$ cat config.mk
export PLATFORM = sky130hd
export DESIGN_NAME = corefifo_gray_conv_pipe_flat
export DESIGN_NICKNAME = d
export VERILOG_FILES = /design/src/rtl/corefifo_gray_conv_pipe_if.sv /design/src/rtl/corefifo_gray_conv_pipe.sv /design/src/flat_wrapper.sv
export SDC_FILE = /design/constraint.sdc
export NUM_CORES = 1
export LEC_CHECK = 0
export ABC_AREA = 1
export CAP_MARGIN = 40
export CORE_AREA = 2 2 39 41
export CTS_CLUSTER_DIAMETER = 150
export DETAILED_ROUTE_END_ITERATION = 10
export DIE_AREA = 0 0 41 43
export GPL_TIMING_DRIVEN = 0
export PLACE_DENSITY_LB_ADDON = 0.08
export SLEW_MARGIN = 40
export SYNTH_ARGS = -nofsm -noshare
export SYNTH_HDL_FRONTEND = slang
export SYNTH_SLANG_ARGS = --single-unit
export TNS_END_PERCENT = 10
$ cat constraint.sdc
create_clock -name clk -period 2 [get_ports clk]
set_input_delay 0.6 -clock clk [delete_from_list [all_inputs] [get_ports clk]]
set_output_delay 0.6 -clock clk [all_outputs]
set_load 0.02 [all_outputs]
$ cat src/rtl/corefifo_gray_conv_pipe_if.sv
// Valid/ready stream bundle for the pipelined Gray<->binary converter.
// The slave modport is the converter's view; the master modport drives it.
interface corefifo_gray_conv_pipe_if #(
  parameter int unsigned ADDRWIDTH = 3,
  parameter int unsigned NUM_CH    = 1
) ();
  localparam int unsigned DW = NUM_CH * (ADDRWIDTH + 1);

  logic          in_valid;
  logic          in_ready;
  logic          in_mode;
  logic [DW-1:0] in_data;
  logic          out_valid;
  logic          out_ready;
  logic [DW-1:0] out_data;

  modport master (
    output in_valid, in_mode, in_data, out_ready,
    input  in_ready, out_valid, out_data
  );

  modport slave (
    input  in_valid, in_mode, in_data, out_ready,
    output in_ready, out_valid, out_data
  );
endinterface

$ cat src/rtl/corefifo_gray_conv_pipe.sv
// Pipelined multi-channel Gray<->binary pointer converter with valid/ready flow control.
// Define CFIFO_GRAY_CHECK_EN to build the sticky per-channel multi-bit Gray step checker.
module corefifo_gray_conv_pipe #(
  parameter int unsigned ADDRWIDTH   = 3,
  parameter int unsigned NUM_CH      = 1,
  parameter int unsigned PIPE_STAGES = 1
) (
  input  logic                      clk,
  input  logic                      rstn,
  corefifo_gray_conv_pipe_if.slave  io,
  input  logic                      chk_clr,
  output logic [NUM_CH-1:0]         chk_err
);
  localparam int unsigned W   = ADDRWIDTH + 1;
  localparam int unsigned DW  = NUM_CH * W;
  localparam int unsigned SEG = (W + PIPE_STAGES - 1) / PIPE_STAGES;

  if (PIPE_STAGES < 1 || PIPE_STAGES > W || NUM_CH < 1 || NUM_CH > 8) begin : g_param_err
    $error("corefifo_gray_conv_pipe: unsupported parameter combination");
  end

  // Stage k resolves the MSB-first segment k of the Gray->binary chain; bin->gray is done in stage 0.
  function automatic logic [DW-1:0] stage_conv(input logic [DW-1:0] x, input logic mode,
                                               input int k);
    logic [DW-1:0] y;
    logic [W-1:0]  ch;
    int            hi;
    int            lo;
    y  = x;
    hi = int'(W) - 1 - k * int'(SEG);
    lo = hi - int'(SEG) + 1;
    if (lo < 0) lo = 0;
    for (int c = 0; c < int'(NUM_CH); c++) begin
      ch = x[c*W +: W];
      if (mode) begin
        if (k == 0) ch = ch ^ (ch >> 1);
      end else begin
        for (int i = int'(W) - 2; i >= 0; i--) begin
          if (i <= hi && i >= lo) ch[i] = ch[i+1] ^ ch[i];
        end
      end
      y[c*W +: W] = ch;
    end
    return y;
  endfunction

  logic [PIPE_STAGES-1:0] v;
  logic [PIPE_STAGES-1:0] m;
  logic [DW-1:0]          d  [PIPE_STAGES];
  logic [PIPE_STAGES-1:0] sv;
  logic [PIPE_STAGES-1:0] sm;
  logic [DW-1:0]          sd [PIPE_STAGES];
  logic [PIPE_STAGES-1:0] rdy;
  logic                   accept;

  // Ready ripples back from the output: a stage can load when empty or when it drains this cycle.
  always_comb begin
    logic r;
    rdy = '0;
    r   = io.out_ready;
    for (int k = int'(PIPE_STAGES) - 1; k >= 0; k--) begin
      r      = !v[k] | r;
      rdy[k] = r;
    end
  end

  always_comb begin
    sv    = '0;
    sm    = '0;
    sv[0] = io.in_valid;
    sm[0] = io.in_mode;
    sd[0] = stage_conv(io.in_data, io.in_mode, 0);
    for (int k = 1; k < int'(PIPE_STAGES); k++) begin
      sv[k] = v[k-1];
      sm[k] = m[k-1];
      sd[k] = stage_conv(d[k-1], m[k-1], k);
    end
  end

  always_ff @(posedge clk or negedge rstn) begin
    if (!rstn) begin
      v <= '0;
      m <= '0;
      for (int k = 0; k < int'(PIPE_STAGES); k++) d[k] <= '0;
    end else begin
      for (int k = 0; k < int'(PIPE_STAGES); k++) begin
        if (rdy[k]) begin
          v[k] <= sv[k];
          if (sv[k]) begin
            d[k] <= sd[k];
            m[k] <= sm[k];
          end
        end
      end
    end
  end

  assign accept       = io.in_valid & rdy[0];
  assign io.in_ready  = rdy[0];
  assign io.out_valid = v[PIPE_STAGES-1];
  assign io.out_data  = d[PIPE_STAGES-1];

  // The last stage's mode has no consumer once the conversion is complete.
  logic unused_last_mode;
  assign unused_last_mode = m[PIPE_STAGES-1];

`ifdef CFIFO_GRAY_CHECK_EN
  function automatic int unsigned popcnt(input logic [W-1:0] x);
    int unsigned n;
    n = 0;
    for (int i = 0; i < int'(W); i++) n += 32'(x[i]);
    return n;
  endfunction

  logic [DW-1:0]     prev;
  logic [NUM_CH-1:0] primed;
  logic [NUM_CH-1:0] err;
  logic [NUM_CH-1:0] err_set;

  // A legal Gray pointer moves by at most one bit between successive samples.
  always_comb begin
    err_set = '0;
    if (accept && !io.in_mode) begin
      for (int c = 0; c < int'(NUM_CH); c++) begin
        if (primed[c] && popcnt(prev[c*W +: W] ^ io.in_data[c*W +: W]) > 1) err_set[c] = 1'b1;
      end
    end
  end

  always_ff @(posedge clk or negedge rstn) begin
    if (!rstn) begin
      prev   <= '0;
      primed <= '0;
      err    <= '0;
    end else begin
      if (accept && !io.in_mode) begin
        prev   <= io.in_data;
        primed <= '1;
      end
      err <= (chk_clr ? '0 : err) | err_set;
    end
  end

  assign chk_err = err;
`else
  logic unused_chk;
  assign unused_chk = chk_clr ^ accept;
  assign chk_err    = '0;
`endif
endmodule

$ cat src/flat_wrapper.sv
// flat-port wrapper written by rule: the top's interface ports become plain ports
module corefifo_gray_conv_pipe_flat 
#(
  parameter int unsigned ADDRWIDTH   = 3,
  parameter int unsigned NUM_CH      = 1,
  parameter int unsigned PIPE_STAGES = 1
)
  (clk, rstn, chk_clr, chk_err, io_in_valid, io_in_mode, io_in_data, io_out_ready, io_in_ready, io_out_valid, io_out_data);
  corefifo_gray_conv_pipe_if #(.ADDRWIDTH(ADDRWIDTH), .NUM_CH(NUM_CH)) io_i ();
  input  logic clk;
  input  logic rstn;
  input  logic chk_clr;
  output logic [NUM_CH-1:0] chk_err;
  input wire logic [$bits(io_i.in_valid)-1:0] io_in_valid;
  input wire logic [$bits(io_i.in_mode)-1:0] io_in_mode;
  input wire logic [$bits(io_i.in_data)-1:0] io_in_data;
  input wire logic [$bits(io_i.out_ready)-1:0] io_out_ready;
  output wire logic [$bits(io_i.in_ready)-1:0] io_in_ready;
  output wire logic [$bits(io_i.out_valid)-1:0] io_out_valid;
  output wire logic [$bits(io_i.out_data)-1:0] io_out_data;
  assign io_i.in_valid = io_in_valid;
  assign io_i.in_mode = io_in_mode;
  assign io_i.in_data = io_in_data;
  assign io_i.out_ready = io_out_ready;
  assign io_in_ready = io_i.in_ready;
  assign io_out_valid = io_i.out_valid;
  assign io_out_data = io_i.out_data;
  corefifo_gray_conv_pipe #(.ADDRWIDTH(ADDRWIDTH), .NUM_CH(NUM_CH), .PIPE_STAGES(PIPE_STAGES)) u_core (.clk(clk), .rstn(rstn), .io(io_i), .chk_clr(chk_clr), .chk_err(chk_err));
endmodule
==> impl_metrics.toml, run 1 <==
[drt]
routed-via-count = 279
drc_errors = 0
wl_per_cell_microns = 7.712
first_iter_violations = 4
first_pass_iters = 3
vias_per_cell = 3.822
wl_microns = 563
ant_nets = 0

[cts]
htreeDepth = 1
clock_path_buffers = 2
cts_tree = "done"
clk-insertion-delay-late_ns = 0.24
cts_sinks = 5
cts_setup_buffers = 0
clkTransAtPathRegs_ns = 0.04
cts_root_buf = "clkbuf_4"
numCtsBuffers = 3

[setup_path]
reg2reg_from = "u_core.io.out_valid"
worstPathMaxFanout = 3
startpoint = "io_out_ready"
worst-setup-path-type = "in -> out"
startpoint_type = "input port"
endpoint_kind = "output port"
reg2regPathDepth = 5
worstPathArrival_ns = 1.32
crit_required_ns = 1.40

[placement]
dp.cells = 69
io_buffers = 14
hpwl_microns = 463.9
gp_congestion = 0.6504

[synthesis]
synth_seq_cells = 5
syn_avg_cell_area_sq_um = 7.154
netlist_area_sq_um = 279.0
yosysWarnings = 0
synth-seq-area-share = 0.4484
synth_cell_types = 11
yosys.area.top_type = "dfrtp_1"
synth_area_leaders = "dfrtp_1 (45%), nand2_1 (22%), nand3_1 (9.0%), inv_1 (8.1%), xnor2_1 (3.1%)"
synth_nets = 49
synth_top_area_frac = 0.4484
synth_cells = 39

[global_route]
antenna_found_initial = 0
top_usage_layer = "met2"
grt_usage = 0.07956
grtUsageMet3 = 0.03141
grt_pass1_vias = 239
grt_pass1_wl_microns = 890
grt_util_met1 = 0.08766
grt_use_met2 = 0.1063
grt_overflow = 0
grt_max_degree = 8

[sta]
setup_viol = 0
tns_ns = 0
max_freq_mhz = 520.3
post-route-period-util = 0.9609
hold_viol = 0
finalCriticalPeriod_ns = 1.922
timing.hold.ws_ns = 0.4710
fin_skew_ns = 0.004992
grt_setup_unrepaired = "no"
maxSlewViolCount = 0

[final_layout]
final_nets = 68
drive_gt1_frac = 0.1053
final_util = 0.3327
diodes = 0
final_cells = 73
syn_to_final_growth_pct = 65.02

[floorplanning]
fp.dieW_microns = 41
rows = 14
design.die.area_sq_um = 1763
ioPinCount = 17
start_util = 0.2016
core-area_sq_um = 1384
die_h_microns = 43

[pwr]
p_leak_nw = 0.2392
p_clk_frac = 0.331
seqPwrFrac = 0.355
p_sw_mw = 0.1039
p_int_mw = 0.2477
p_sw_frac = 0.2956
power.density_nw_per_um2 = 763.7
vdd_drop_max_mv = 0.1417
comb_power_share = 0.314

[hold_path]
hp-class = "reg -> reg"
min-delay-start = "u_core.io.out_data[2]"
hold_depth = 2

[run]
maxCapViolCount = 0

[outcome]
status = "completed"
[layout make-up]
| cell class | instances | area [sq um] |
|---|---|---|
| buffer | 1 | 7.507 |
| clock buffer | 4 | 26.28 |
| fill | 158 | 923.4 |
| inverter | 6 | 22.52 |
| multi-input combinational | 27 | 123.9 |
| sequential | 5 | 125.1 |
| tap | 16 | 20.02 |
| timing repair buffer | 14 | 135.1 |
[per-stage QoR]
stage,setup WS [ns],cell area (sq um),total power [mW]
after floorplan,0.6591,279.0,0.1806
after global placement,-0.3635,439.2,0.2401
after detailed placement,-0.3625,439.2,0.2399
after CTS,0.06840,460.4,0.3593
after global routing,0.02069,460.4,0.3747
final,0.07819,460.4,0.3516
[synth_stat cells]
library cell	number
and2_1	1
buf_4	1
conb_1	1
dfrtp_1	5
inv_1	6
nand2_1	16
nand2_2	1
nand3_1	5
o21ai_0	1
xnor2_1	1
xor2_1	1
[placed cells by master (no fill, tap or decap), drive strengths merged]
master          n
nand2          17
clkdlybuf4s50  13
inv             6
nand3           5
dfrtp           5
clkbuf          4
buf             2
o21ai           1
and2            1
xor2            1
xnor2           1
conb            1
[worst max-delay path, cell delays in order]
cell and delay (ns):
clkdlybuf4s50_1 0.45, inv_1 0.04, nand2_2 0.06, buf_2 0.16
[path summary, 6_finish.rpt]
check,slack (ns),end
max,0.08,io_in_ready
min,0.47,u_core.io.out_data[2]
max reg2reg,1.04,u_core.io.out_data[0]
min reg2reg,0.47,u_core.io.out_data[2]
max in group asynchronous,1.23,u_core.io.out_data[3]
min in group asynchronous,0.58,u_core.io.out_data[0]
[flip-flops by register name (all words and copies together), names as in the netlist]
signal and count:
u_core.io.out_data 4, u_core.io.out_valid 1
[per-layer routing]
metal	up-vias	routed length [microns]
met3	0	58
met1	114	236
met4	0	0
li1	150	-
met5	-	0
met2	15	267
[kinds of logic (layout without fill, tap and decap cells)]
logic type      after synthesis  after routing  synth area share
simple gates                 23             23            0.3498
xor+xnor                      2              2           0.06279
other cells                   1              1           0.01344
flops                         5              5            0.4484
compound gates                1              1           0.01792
buf+inv                       7             25            0.1076
[repair_timing]
item,4_1_cts,5_1_grt
hold buffers,0,0
hold endpoints to repair,0,0
setup endpoints to repair,1,0
resized for setup,4,0
[power by group through the flow]
stage | registers (mW) | logic [mW] | clock network (mW)
3_5_place_dp | 0.127 | 0.113 | 0
2_1_floorplan | 0.146 | 0.0351 | 0
6_report | 0.125 | 0.110 | 0.116
4_1_cts | 0.125 | 0.112 | 0.122
3_3_place_gp | 0.126 | 0.114 | 0
5_1_grt | 0.127 | 0.121 | 0.127
(Power assumes the default switching activity.)
==> inputs of run 2 (changes only) <==
==> constraint.sdc (replaced) <==
create_clock -name clk -period 1.8 [get_ports clk]
set_input_delay 0.54 -clock clk [delete_from_list [all_inputs] [get_ports clk]]
set_output_delay 0.54 -clock clk [all_outputs]
set_load 0.02 [all_outputs]
==> run 2 against run 1 <==
Net effect: critical path depth down 3; design area grew 3.5%; clock power up 11%; register-to-register slack worse by 0.21 ns; die area did not move; count of clock-buffer cells in the layout unchanged; sequential cell count did not move; critical endpoint is now io_out_data[0].
==> impl_metrics.toml, run 2 (synthesis results as in run 1) <==
[setup_path]
reg2reg_from = "u_core.io.out_valid"
startpoint_type = "flop"
r2r_end = "u_core.io.out_data[0]"
reg2regPathDepth = 5
endpoint_kind = "output port"
cp_top_family = "buffers and inverters"
worst-setup-path-type = "reg -> out"
critPathMaxStageDelay_ns = 0.60
rrSetupSlack_ns = 0.83
slowest_stage = "clkdlybuf4s50_1"
path_cells = "clkdlybuf4s50_1"
path_buf_inv = 1
worstPathMaxFanout = 2
worstPathArrival_ns = 1.20
crit_required_ns = 1.26

[hold_path]
hold_depth = 2
hp-class = "reg -> reg"
hold_end = "u_core.io.out_data[2]"
min-delay-start = "u_core.io.out_data[2]"

[cts]
clkTransAtPathRegs_ns = 0.05
clk-insertion-delay-late_ns = 0.24
cts_sinks = 5
cts_root_buf = "clkbuf_4"
numCtsBuffers = 3
cts_tree = "done"
clock_path_buffers = 2
htreeDepth = 1

[final_layout]
final_cells = 74
final_common_cell = "nand2_1"
nFillCells = 155
layout_common_cells = "nand2_1 (16), clkdlybuf4s50_1 (12), inv_1 (6), nand3_1 (5), dfrtp_1 (5)"
final_util = 0.3445
seq_area_sq_um = 125.1
diodes = 0
final_nets = 69
final_area_sq_um = 476.7
drive_gt1_frac = 0.1207
largest_reg_flops = 4
syn_to_final_growth_pct = 70.85
multiInputGateArea_sq_um = 123.9

[pwr]
p_int_mw = 0.2791
total_power_mw = 0.3955
power.density_nw_per_um2 = 829.7
comb_power_share = 0.322
p_sw_mw = 0.1165
vdd_drop_max_mv = 0.1608
p_sw_frac = 0.2944
p_leak_nw = 0.2557
seqPwrFrac = 0.351
p_clk_frac = 0.327

[placement]
gp_congestion = 0.6504
hpwl_microns = 463.9
dp.cells = 69
io_buffers = 14
placed_cell_area_sq_um = 439.2
place_ws_ns = -0.4425

[drt]
ant_nets = 0
drc_errors = 0
wl_met1_microns = 237
wl_per_cell_microns = 7.716
first_pass_iters = 3
first_iter_violations = 4
routed-via-count = 283
vias_per_cell = 3.824
top_layer_used = "met3"
met3_length_microns = 57
met2WireLength_microns = 277
wl_microns = 571

[global_route]
grt_usage = 0.07956
grt_pass1_wl_microns = 890
grt_overflow = 0
antenna_found_initial = 0
grt_max_degree = 8
grt_pass1_vias = 239

[floorplanning]
fp.dieW_microns = 41
design.die.area_sq_um = 1763
core-area_sq_um = 1384
rows = 14
ioPinCount = 17
die_h_microns = 43
start_util = 0.2016

[sta]
max_freq_mhz = 576.3
fin_skew_ns = 0.004992
timing.hold.ws_ns = 0.4710
finalCriticalPeriod_ns = 1.735
grt_setup_unrepaired = "no"
hold_viol = 0
setup_viol = 0
tns_ns = 0
fin_ws_ns = 0.06469
post-route-period-util = 0.9641
maxSlewViolCount = 0

[outcome]
status = "completed"

[run]
maxCapViolCount = 0
[run 2: changes by cell type in the layout (fill, tap and decap cells not counted)]
cell / before / now
dlymetal6s2s_1: 0 / 1
clkdlybuf4s50_1: 13 / 12
buf_4: 1 / 2
buf_6: 0 / 1
buf_2: 1 / 0
[run 2: power groups by stage]
stage	Clock (mW)	Sequential (mW)	Combinational, mW
6_report	0.129	0.139	0.127
4_1_cts	0.136	0.139	0.126
5_1_grt	0.141	0.141	0.139
3_3_place_gp	0	0.140	0.126
2_1_floorplan	0	0.162	0.0390
3_5_place_dp	0	0.141	0.126
[run 2: area by class of cell]
cell class              instances  area share
flip-flops and latches          5      0.2625
repair buffers                 15      0.3176
well taps                      16     0.04199
clock buffers                   4     0.05512
plain buffers                   1     0.01575
inverters                       6     0.04724
multi-input cells              27      0.2598
[run 2: worst max-delay path by stage]
| stage | from | to | slack, ns | cells after the start |
|---|---|---|---|---|
| final | u_core.io.out_data[0] | io_out_data[0] | 0.06 | 1 |
| after global routing | u_core.io.out_data[0] | io_out_data[0] | 0.03 | 1 |
| after CTS | io_out_ready | io_in_ready | 0.009 | 4 |
| after detailed placement | io_out_ready | io_in_ready | -0.44 | 4 |
| after global placement | io_out_ready | io_in_ready | -0.44 | 4 |
| after floorplan | io_out_ready | io_in_ready | 0.58 | 2 |
[run 2: layer usage]
metal / vias to the layer above / GRT usage
met4: 0 / 0.08000
met3: 0 / 0.03141
li1: 152 / -
met5: - / 0
met1: 116 / 0.08766
met2: 15 / 0.1063
[run 2: what timing repair did]
| action | in CTS | in global routing |
|---|---|---|
| endpoints found under the setup margin | 1 | 1 |
| buffers inserted | 0 | 1 |
| resized for setup | 5 | 2 |
| hold buffers | 0 | 0 |
